## src/rtl/instr_fill_pkg.sv

```systemverilog
// ----------------------------------------------------------------------------
// instr_fill_pkg
//   Shared types and constants for the instruction-cache line-fill responder.
//   - fill_state_t : responder FSM states (IDLE, REQ, STREAM, DONE)
//   - BEAT_BYTES   : bytes carried by one 64-bit beat
//   - num_beats()  : beats per line for a given line size in bytes
// ----------------------------------------------------------------------------
package instr_fill_pkg;

   localparam int BEAT_BYTES = 8;

   typedef enum logic [1:0] {
      IDLE   = 2'd0,
      REQ    = 2'd1,
      STREAM = 2'd2,
      DONE   = 2'd3
   } fill_state_t;

   function automatic int num_beats(input int line_bytes);
      return line_bytes / BEAT_BYTES;
   endfunction

endpackage

```

## src/rtl/fill_line_buffer.sv

```systemverilog
// ----------------------------------------------------------------------------
// fill_line_buffer
//   Holds one cache line while it is being collected from memory, so the line
//   can then be replayed to the cache as an unbroken burst. One synchronous
//   write port, one asynchronous read port.
//   Ports:
//     clk_i    in   clock
//     wr_en    in   write strobe
//     wr_idx   in   beat slot to write
//     wr_data  in   beat data to write
//     rd_idx   in   beat slot to read
//     rd_data  out  beat data at rd_idx (combinational)
// ----------------------------------------------------------------------------
module fill_line_buffer #(
   parameter  int Depth = 8,
   parameter  int Width = 64,
   localparam int IdxW  = $clog2(Depth)
) (
   input  logic             clk_i,
   input  logic             wr_en,
   input  logic [IdxW-1:0]  wr_idx,
   input  logic [Width-1:0] wr_data,
   input  logic [IdxW-1:0]  rd_idx,
   output logic [Width-1:0] rd_data
);

   logic [Width-1:0] mem_q [Depth];

   // NOTE: the storage array has no reset; every slot is written before it is
   // read within a fill, so resetting it would only cost logic.
   always_ff @(posedge clk_i) begin
      if (wr_en) mem_q[wr_idx] <= wr_data;
   end

   assign rd_data = mem_q[rd_idx];

endmodule

```

## src/rtl/instr_cache_fill_responder.sv

```systemverilog
// ----------------------------------------------------------------------------
// instr_cache_fill_responder
//   L2-side responder for instruction-cache line fills. A miss captures the
//   line base address, the line is fetched from memory as 64-bit beats
//   (requests and responses may overlap), buffered, and then replayed to the
//   cache as B/8 back-to-back beats with rep_enable_o high.
//   Ports:
//     clk_i              in   clock
//     reset_ni           in   asynchronous active-low reset
//     miss_i             in   cache lookup missed (sampled only when idle)
//     miss_addr_i        in   fetch address of the missing instruction
//     rep_enable_o       out  beat valid to the cache
//     rep_word_o         out  current beat, zero when rep_enable_o is low
//     fill_busy_o        out  fill in progress, stalls fetch
//     mem_req_valid_o    out  memory read request valid
//     mem_req_ready_i    in   memory accepts the request
//     mem_req_addr_o     out  8-byte-aligned beat address
//     mem_rdata_valid_i  in   read data valid, in request order
//     mem_rdata_i        in   read data
// ----------------------------------------------------------------------------
module instr_cache_fill_responder
   import instr_fill_pkg::*;
#(
   parameter int B         = 64,
   parameter int AddrWidth = 32
) (
   input  logic                 clk_i,
   input  logic                 reset_ni,
   input  logic                 miss_i,
   input  logic [AddrWidth-1:0] miss_addr_i,
   output logic                 rep_enable_o,
   output logic [63:0]          rep_word_o,
   output logic                 fill_busy_o,
   output logic                 mem_req_valid_o,
   input  logic                 mem_req_ready_i,
   output logic [AddrWidth-1:0] mem_req_addr_o,
   input  logic                 mem_rdata_valid_i,
   input  logic [63:0]          mem_rdata_i
);

   localparam int NumBeats  = num_beats(B);
   localparam int LineShift = $clog2(B);
   localparam int BeatShift = $clog2(BEAT_BYTES);
   localparam int IdxW      = $clog2(NumBeats);
   // One extra bit so a counter can hold NumBeats itself ("all issued").
   localparam int CntW      = IdxW + 1;

   localparam logic [CntW-1:0] CntOne  = CntW'(1);
   localparam logic [CntW-1:0] CntFull = CntW'(NumBeats);
   localparam logic [CntW-1:0] CntLast = CntW'(NumBeats - 1);

   fill_state_t           state_q, state_d;
   logic [AddrWidth-1:0]  line_base_q;
   logic [CntW-1:0]       req_cnt_q;
   logic [CntW-1:0]       resp_cnt_q;
   logic [CntW-1:0]       beat_cnt_q;
   logic                  req_fire;
   logic                  resp_write;
   logic [63:0]           buf_rdata;
   logic [LineShift-1:0]  addr_lo_unused;

   // Offset bits within the line never reach the address path.
   assign addr_lo_unused = miss_addr_i[LineShift-1:0];

   assign req_fire   = mem_req_valid_o && mem_req_ready_i;
   // Responses are only meaningful while collecting; strays elsewhere drop.
   assign resp_write = (state_q == REQ) && mem_rdata_valid_i;

   // ---------------------------------------------------------------------
   // State register
   // ---------------------------------------------------------------------
   // NOTE: sequential state is updated with non-blocking assignments so every
   // flop samples pre-edge values regardless of process evaluation order.
   always_ff @(posedge clk_i or negedge reset_ni) begin
      if (!reset_ni) state_q <= IDLE;
      else           state_q <= state_d;
   end

   // ---------------------------------------------------------------------
   // Next-state logic
   // ---------------------------------------------------------------------
   // NOTE: state_d gets a default before the case so no path leaves it
   // unassigned, which would otherwise infer a latch.
   always_comb begin
      state_d = state_q;
      case (state_q)
         IDLE:    if (miss_i) state_d = REQ;
         // Leave on the edge that writes the final beat into the buffer.
         REQ:     if (resp_write && (resp_cnt_q == CntLast)) state_d = STREAM;
         STREAM:  if (beat_cnt_q == CntLast) state_d = DONE;
         // One guard cycle so a miss still asserted while the tag write
         // lands cannot start a second fill of the same line.
         DONE:    state_d = IDLE;
         default: state_d = IDLE;
      endcase
   end

   // ---------------------------------------------------------------------
   // Line base and counters
   // ---------------------------------------------------------------------
   always_ff @(posedge clk_i or negedge reset_ni) begin
      if (!reset_ni) begin
         line_base_q <= '0;
         req_cnt_q   <= '0;
         resp_cnt_q  <= '0;
         beat_cnt_q  <= '0;
      end else begin
         case (state_q)
            IDLE: begin
               if (miss_i) begin
                  line_base_q <= {miss_addr_i[AddrWidth-1:LineShift], {LineShift{1'b0}}};
                  req_cnt_q   <= '0;
                  resp_cnt_q  <= '0;
                  beat_cnt_q  <= '0;
               end
            end
            REQ: begin
               if (req_fire) req_cnt_q <= req_cnt_q + CntOne;
               if (resp_write) begin
                  // Requests are capped at NumBeats, so a response with the
                  // buffer already full means the memory side misbehaved.
                  assert (resp_cnt_q < CntFull);
                  resp_cnt_q <= resp_cnt_q + CntOne;
               end
            end
            STREAM:  beat_cnt_q <= beat_cnt_q + CntOne;
            default: ;
         endcase
      end
   end

   fill_line_buffer #(
      .Depth (NumBeats),
      .Width (64)
   ) u_line_buffer (
      .clk_i   (clk_i),
      .wr_en   (resp_write),
      .wr_idx  (resp_cnt_q[IdxW-1:0]),
      .wr_data (mem_rdata_i),
      .rd_idx  (beat_cnt_q[IdxW-1:0]),
      .rd_data (buf_rdata)
   );

   // ---------------------------------------------------------------------
   // Outputs: decoded from the registered state only, so reset clears them
   // asynchronously along with state_q.
   // ---------------------------------------------------------------------
   always_comb begin
      rep_enable_o    = 1'b0;
      rep_word_o      = '0;
      fill_busy_o     = 1'b1;
      mem_req_valid_o = 1'b0;
      mem_req_addr_o  = '0;
      case (state_q)
         IDLE: fill_busy_o = 1'b0;
         REQ: begin
            if (req_cnt_q < CntFull) begin
               mem_req_valid_o = 1'b1;
               // Offset stays below B, so the add never carries out of the line.
               mem_req_addr_o  = line_base_q + (AddrWidth'(req_cnt_q) << BeatShift);
            end
         end
         STREAM: begin
            rep_enable_o = 1'b1;
            rep_word_o   = buf_rdata;
         end
         default: ;
      endcase
   end

endmodule
```

## config.mk

```make
export PLATFORM = sky130hd
export DESIGN_NAME = instr_cache_fill_responder
export DESIGN_NICKNAME = d
export VERILOG_FILES = /design/src/rtl/instr_fill_pkg.sv /design/src/rtl/fill_line_buffer.sv /design/src/rtl/instr_cache_fill_responder.sv
export SDC_FILE = /design/constraint.sdc
export NUM_CORES = 1
export LEC_CHECK = 0
export ABC_CLOCK_PERIOD_IN_PS = 17600
export CAP_MARGIN = 20
export CORE_MARGIN = 2
export CORE_UTILIZATION = 24
export DETAILED_ROUTE_END_ITERATION = 7
export PLACE_DENSITY = 0.45
export REMOVE_ABC_BUFFERS = 1
export SETUP_SLACK_MARGIN = 0.3
export SLEW_MARGIN = 20
export SYNTH_ARGS = -nofsm -noshare
export SYNTH_HDL_FRONTEND = slang
export SYNTH_SLANG_ARGS = --single-unit
export TNS_END_PERCENT = 10
```

## constraint.sdc

```tcl
create_clock -name clk_i -period 17.6 [get_ports clk_i]
set_input_delay 3.52 -clock clk_i [delete_from_list [all_inputs] [get_ports clk_i]]
set_output_delay 3.52 -clock clk_i [all_outputs]
set_load 0.05 [all_outputs]
```

Yosys cells after proc, flatten, opt, wreduce, memory -nomap -nowiden
Memories as Yosys holds them, arrays and structs flattened.
Cells that the tools add are included.
{ "totals": {"register_bits": 40, "mem_bits_rw": 512, "inputBits": 101, "output_inout_bits": 99, "word_cells": 51, "mem_count": 1} }
{ "memory_table": {"columns": ["memory", "words", "width", "read_ports", "rd_ports_with_merged_regs", "wr", "line_no", "rtl"], "rows": [
  ["u_line_buffer.mem_q", 8, 64, 1, 0, 1, "fill_line_buffer.sv:27", "logic [Width-1:0] mem_q [Depth];"]
]} }
{ "op_classes": {"add_sub_neg": 4, "order_cmp": 1, "eq_ne": 10, "mux": 19, "reduce_logical": 11} }
{ "op_table": {"columns": ["op", "count"], "rows": [
  ["$mux 32", 2],
  ["$mux 64", 1],
  ["$add 32x7->32", 1],
  ["$pmux 4 s2", 3],
  ["$add 4x1->4 const B", 3],
  ["$mux 4", 3],
  ["$reduce_and 3->1", 3],
  ["$eq 4x3->1 const B", 2],
  ["$ne 2x2->1 const B", 4],
  ["$pmux 2 s4", 1],
  ["$mux 1", 6],
  ["$mux 2", 3],
  ["$eq 2x2->1 const B", 2],
  ["$lt 4x4->1 const B", 1],
  ["$reduce_and 2->1", 2],
  ["$reduce_bool 2->1", 2],
  ["$logic_and 1x1->1", 3],
  ["$eq 2x1->1 const B", 1],
  ["$logic_not 2->1", 1],
  ["$ne 2x1->1 const B", 1]
]} }

Longest topological paths before layout
{ "depth": {"ltp_word": 6, "ltp_mapped": 7, "depth_no_buf": 6} }

Hierarchy
Synthesis repeated with hierarchy kept, for this count alone.
{ "unflattened": {"hier_cells": 1017, "hier_area_um2": 21871.0} }
{ "by_module_without_submodules": {"columns": ["module", "n_inst", "cells_each", "area_each_um2", "seq_area_each_um2"], "rows": [
  ["fill_line_buffer", 1, 752, 19266.0, 15374.7],
  ["instr_cache_fill_responder", 1, 265, 2605.0, 1001.0]
]} }

Worst setup path before layout
No wires, ideal clock.
{ "synth_timing": {"path_type": "input to register", "start": "input port mem_rdata_valid_i", "end": "memory u_line_buffer.mem_q[1][0], enable pin", "setup_time_ns": 0.565, "t_arrival_ns": 8.278, "required_time_ns": 17.035, "slack_ns": 8.757, "cell_stages": 3, "path_buffers": 1, "cell_sequence": "clkbuf_1 nand2_1 nor3_1"} }
{ "synth_via": {"elab_chain_len": 3} }
{ "synth_rtl": {"columns": ["item", "line_no", "rtl"], "rows": [
  ["start: declaration", "instr_cache_fill_responder.sv:37", "input logic mem_rdata_valid_i,"],
  ["$logic_and 1x1->1", "instr_cache_fill_responder.sv:67", "assign resp_write = (state_q == REQ) && mem_rdata_valid_i;"],
  ["$mux 1", "fill_line_buffer.sv:32", "if (wr_en) mem_q[wr_idx] <= wr_data;"],
  ["$mux 1 (not written as such)", "fill_line_buffer.sv:32", null],
  ["end: declaration", "fill_line_buffer.sv:27", null]
]} }
Every way passes these cells.

Final worst setup path
{ "layout_timing": {"start": "register beat_cnt_q[0]", "end": "output port rep_word_o[60]"} }
{ "layout_via": {"elab_chain_len": 2} }
{ "layout_rtl": {"columns": ["item", "line_no", "rtl"], "rows": [
  ["start: declaration", "instr_cache_fill_responder.sv:56", "logic [CntW-1:0] beat_cnt_q;"],
  ["start signal: assignment", "instr_cache_fill_responder.sv:126", "STREAM: beat_cnt_q <= beat_cnt_q + CntOne;"],
  ["$mem_v2 8x64", null, null],
  ["$mux 64", "instr_cache_fill_responder.sv:154", "case (state_q)"],
  ["end: declaration", "instr_cache_fill_responder.sv:32", "output logic [63:0] rep_word_o,"]
]} }
Every way passes these cells.

==> run summary <==
routing usage on met1: 14.8%
warnings from Yosys: 0
grt peak-use layer: met2
post_cts resized: 0
Reg2Reg Depth: 5
nets@finish: 1,289
P&R area growth vs syn: 25.2%
H-tree depth: 3
status: completed
Ports: 200
commonest non-fill, non-tap cell in the layout: edfxtp_1
met2 Track Usage GR: 18.0%
initial antenna violation count: 5
Worst Setup Path Type: register to primary output
WHS: 495 ps
global route overflow: 0
Max stage delay on crit path: 770 ps
Routed Antenna Nets: 0
most frequent CP cell: buf_4
worst hold path type: register to register
register bit total from synthesis: 552
post-DR vias/cell: 4.28
Critical Path AT: 4360 ps
PwrDens: 158 nW/um2
largest net degree at the start of global routing: 61
Final min period: 7880 ps
layout cells sized above 1: 22.5%
Worst Tran Pin Value: 1050 ps
total placed cells including tap cells: 2,278
TritonRoute pass-1 iters: 5
dpl hpwl: 26,400 um
fmax: 127 MHz
multi-input logic area: 4590 um2
highest-count cells in the layout ignoring fill and taps: 512 x edfxtp_1, 189 x clkdlybuf4s50_1, 128 x mux4_2
Cell variety after synth: 40
Register Area: 16,400 um2
Placer Congestion: 0.701
Starting DRT DRC Count: 671
Num Clock Sinks: 552
Tcrit/Tclk final: 44.8%
number of enable-type register cells in the synthesized netlist: 512
Most used DFF post-synth: edfxtp_1
final setup TNS: 0 ps
worst r2r dst: u_line_buffer.mem_q[2][2]
Die Y: 301 um
Worst VDD drop: 95.2 uV
Cells after Synth: 957
crit-path cells: buf_4, buf_4, mux4_2, a22o_1, clkdlybuf4s50_1
final setup vio count: 0
first-pass GRT wire length: 74,300 um
CORE AREA: 88,000 um2
CP max FO: 32
Num CTS Buffers: 66
synthesized cell area: 21,200 um2
max_slew headroom: 30.0%
clock tree buffer depth: 3
vias in the first global route: 11,200
port buffer count: 190
Non-Filler Instances: 2,398
Async S/R FF share, synth: 7.25%
width of the die: 301 um
Total Wirelength: 51,200 um
post-CTS setup buffers: 0
DP Area: 24,500 um2
fin. max-slew vios: 0
fin area: 26,600 um2
hold buffer count at cts: 0
n_diodes: 0
final hold vios: 0
Largest delay share family, worst path: buffers and inverters
Cell Rows: 109
CP Data Required Time: 14,080 ps
Critical Path Stages: 5
CP Capture Point: rep_word_o[60]
max cap viols: 0
Root Buffer: clkbuf_16
RR Startpoint: state_q[1]
met3 Track Usage GR: 3.24%
Final Util: 30.2%
DRC viols: 0
clock skew: 11.8 ps
Clock Latency Late Sink: 590 ps
Worst-path clk slew: 50 ps
post-synthesis sequential area ratio: 77.1%
crit path launch: beat_cnt_q[0]
CP Launch Type: register
flop-to-flop setup slack: 14,020 ps
DR vias: 10,300
FILL cells: 8,553
Initial Util: 24.1%
GRT Total Usage: 11.3%
TritonCTS clock tree: yes
Slowest-stage cell, CP: dfrtp_4
leak pwr: 0.00839 uW
RSZ-0062 raised after global routing: false
Avg Inst Size Synth: 22.2 um2
Crit. End Element: primary output
Die ar.: 90,900 um2
routed len/inst: 21.4 um
CP Buf/Inv Count: 3
## per-stage QoR
step / worst slack [ps] / total power [uW]
after floorplan: 7990 / 2590
after global placement: 10140 / 2940
after detailed placement: 10160 / 2950
after CTS: 9500 / 4280
after global routing: 9360 / 4390
final: 9720 / 4190
## cell families after synthesis
kind of cell             count (synthesis)  share of synthesized area [%]
buffers and inverters                   63                           1.60
flip-flops                             552                           77.1
multiplexers                           158                           15.2
XOR/XNOR                                 2                         0.0825
AND/OR/NAND/NOR                         83                           2.17
other                                    1                         0.0177
AO/OA/AOI/OAI                           91                           3.44
adder cells (fa/ha/maj)                  7                          0.412
## how the worst min path moves through the flow
stage,start,end,slack [ps],cells after the start
3_3_place_gp,line_base_q[9],line_base_q[9],480,1
6_report,line_base_q[28],line_base_q[28],500,1
5_1_grt,line_base_q[23],line_base_q[23],520,1
3_5_place_dp,line_base_q[12],line_base_q[12],490,1
2_1_floorplan,line_base_q[10],line_base_q[10],470,1
4_1_cts,line_base_q[28],line_base_q[28],500,1
## power by group
group | switching [uW] | leakage [uW] | internal [uW] | total, uW
Combinational | 767 | 0.00228 | 533 | 1300
Sequential | 56.4 | 0.00510 | 1530 | 1590
Clock | 529 | 0.00101 | 773 | 1300
## worst reg2reg max path, stage by stage (launching register included)
cell,delay (ps)
dfrtp_1,390
inv_1,100
ha_1,590
nand2b_1,360
nor2_4,820
buf_4,880
## flip-flops by register name, indices dropped and copies added, names as in the netlist
signal and flops:
beat_cnt_q 4, resp_cnt_q 4, req_cnt_q 4, line_base_q 26
state_q 2, u_line_buffer.mem_q 512
## layout make-up
cell class                      instances  share of cell area, %
Multi-Input combinational cell        344                   17.3
Timing Repair Buffer                  212                   7.77
Clock inverter                         40                   1.11
Clock buffer                           80                   6.65
Tap cell                             1165                   5.48
Sequential cell                       552                   61.6
Inverter                                5                 0.0706
## routing by layer
metal	wire [um]	share of wire, %
met1	22600	44
met2	24300	47
met3	3330	6.5
met4	993	1.9
met5	55	0.11
## cells in the mapped netlist, types with 6 or more instances
library cell    n  area, um2
buf_2          13       65.1
mux2_2         27        304
and2_1         29        181
ha_1            7       87.6
clkbuf_1       22       82.6
edfxtp_1      512      15400
nor2_1         13       48.8
a22o_1         65        569
buf_1           9       33.8
mux4_2        128       2880
dfrtp_1        40       1000
nor3_1          6       30.0
nand2b_1        6       37.5
nand2_1        11       41.3
buf_6           9        101
o21ai_0        11       55.1
Note: power is estimated with default switching activity, not from simulation.
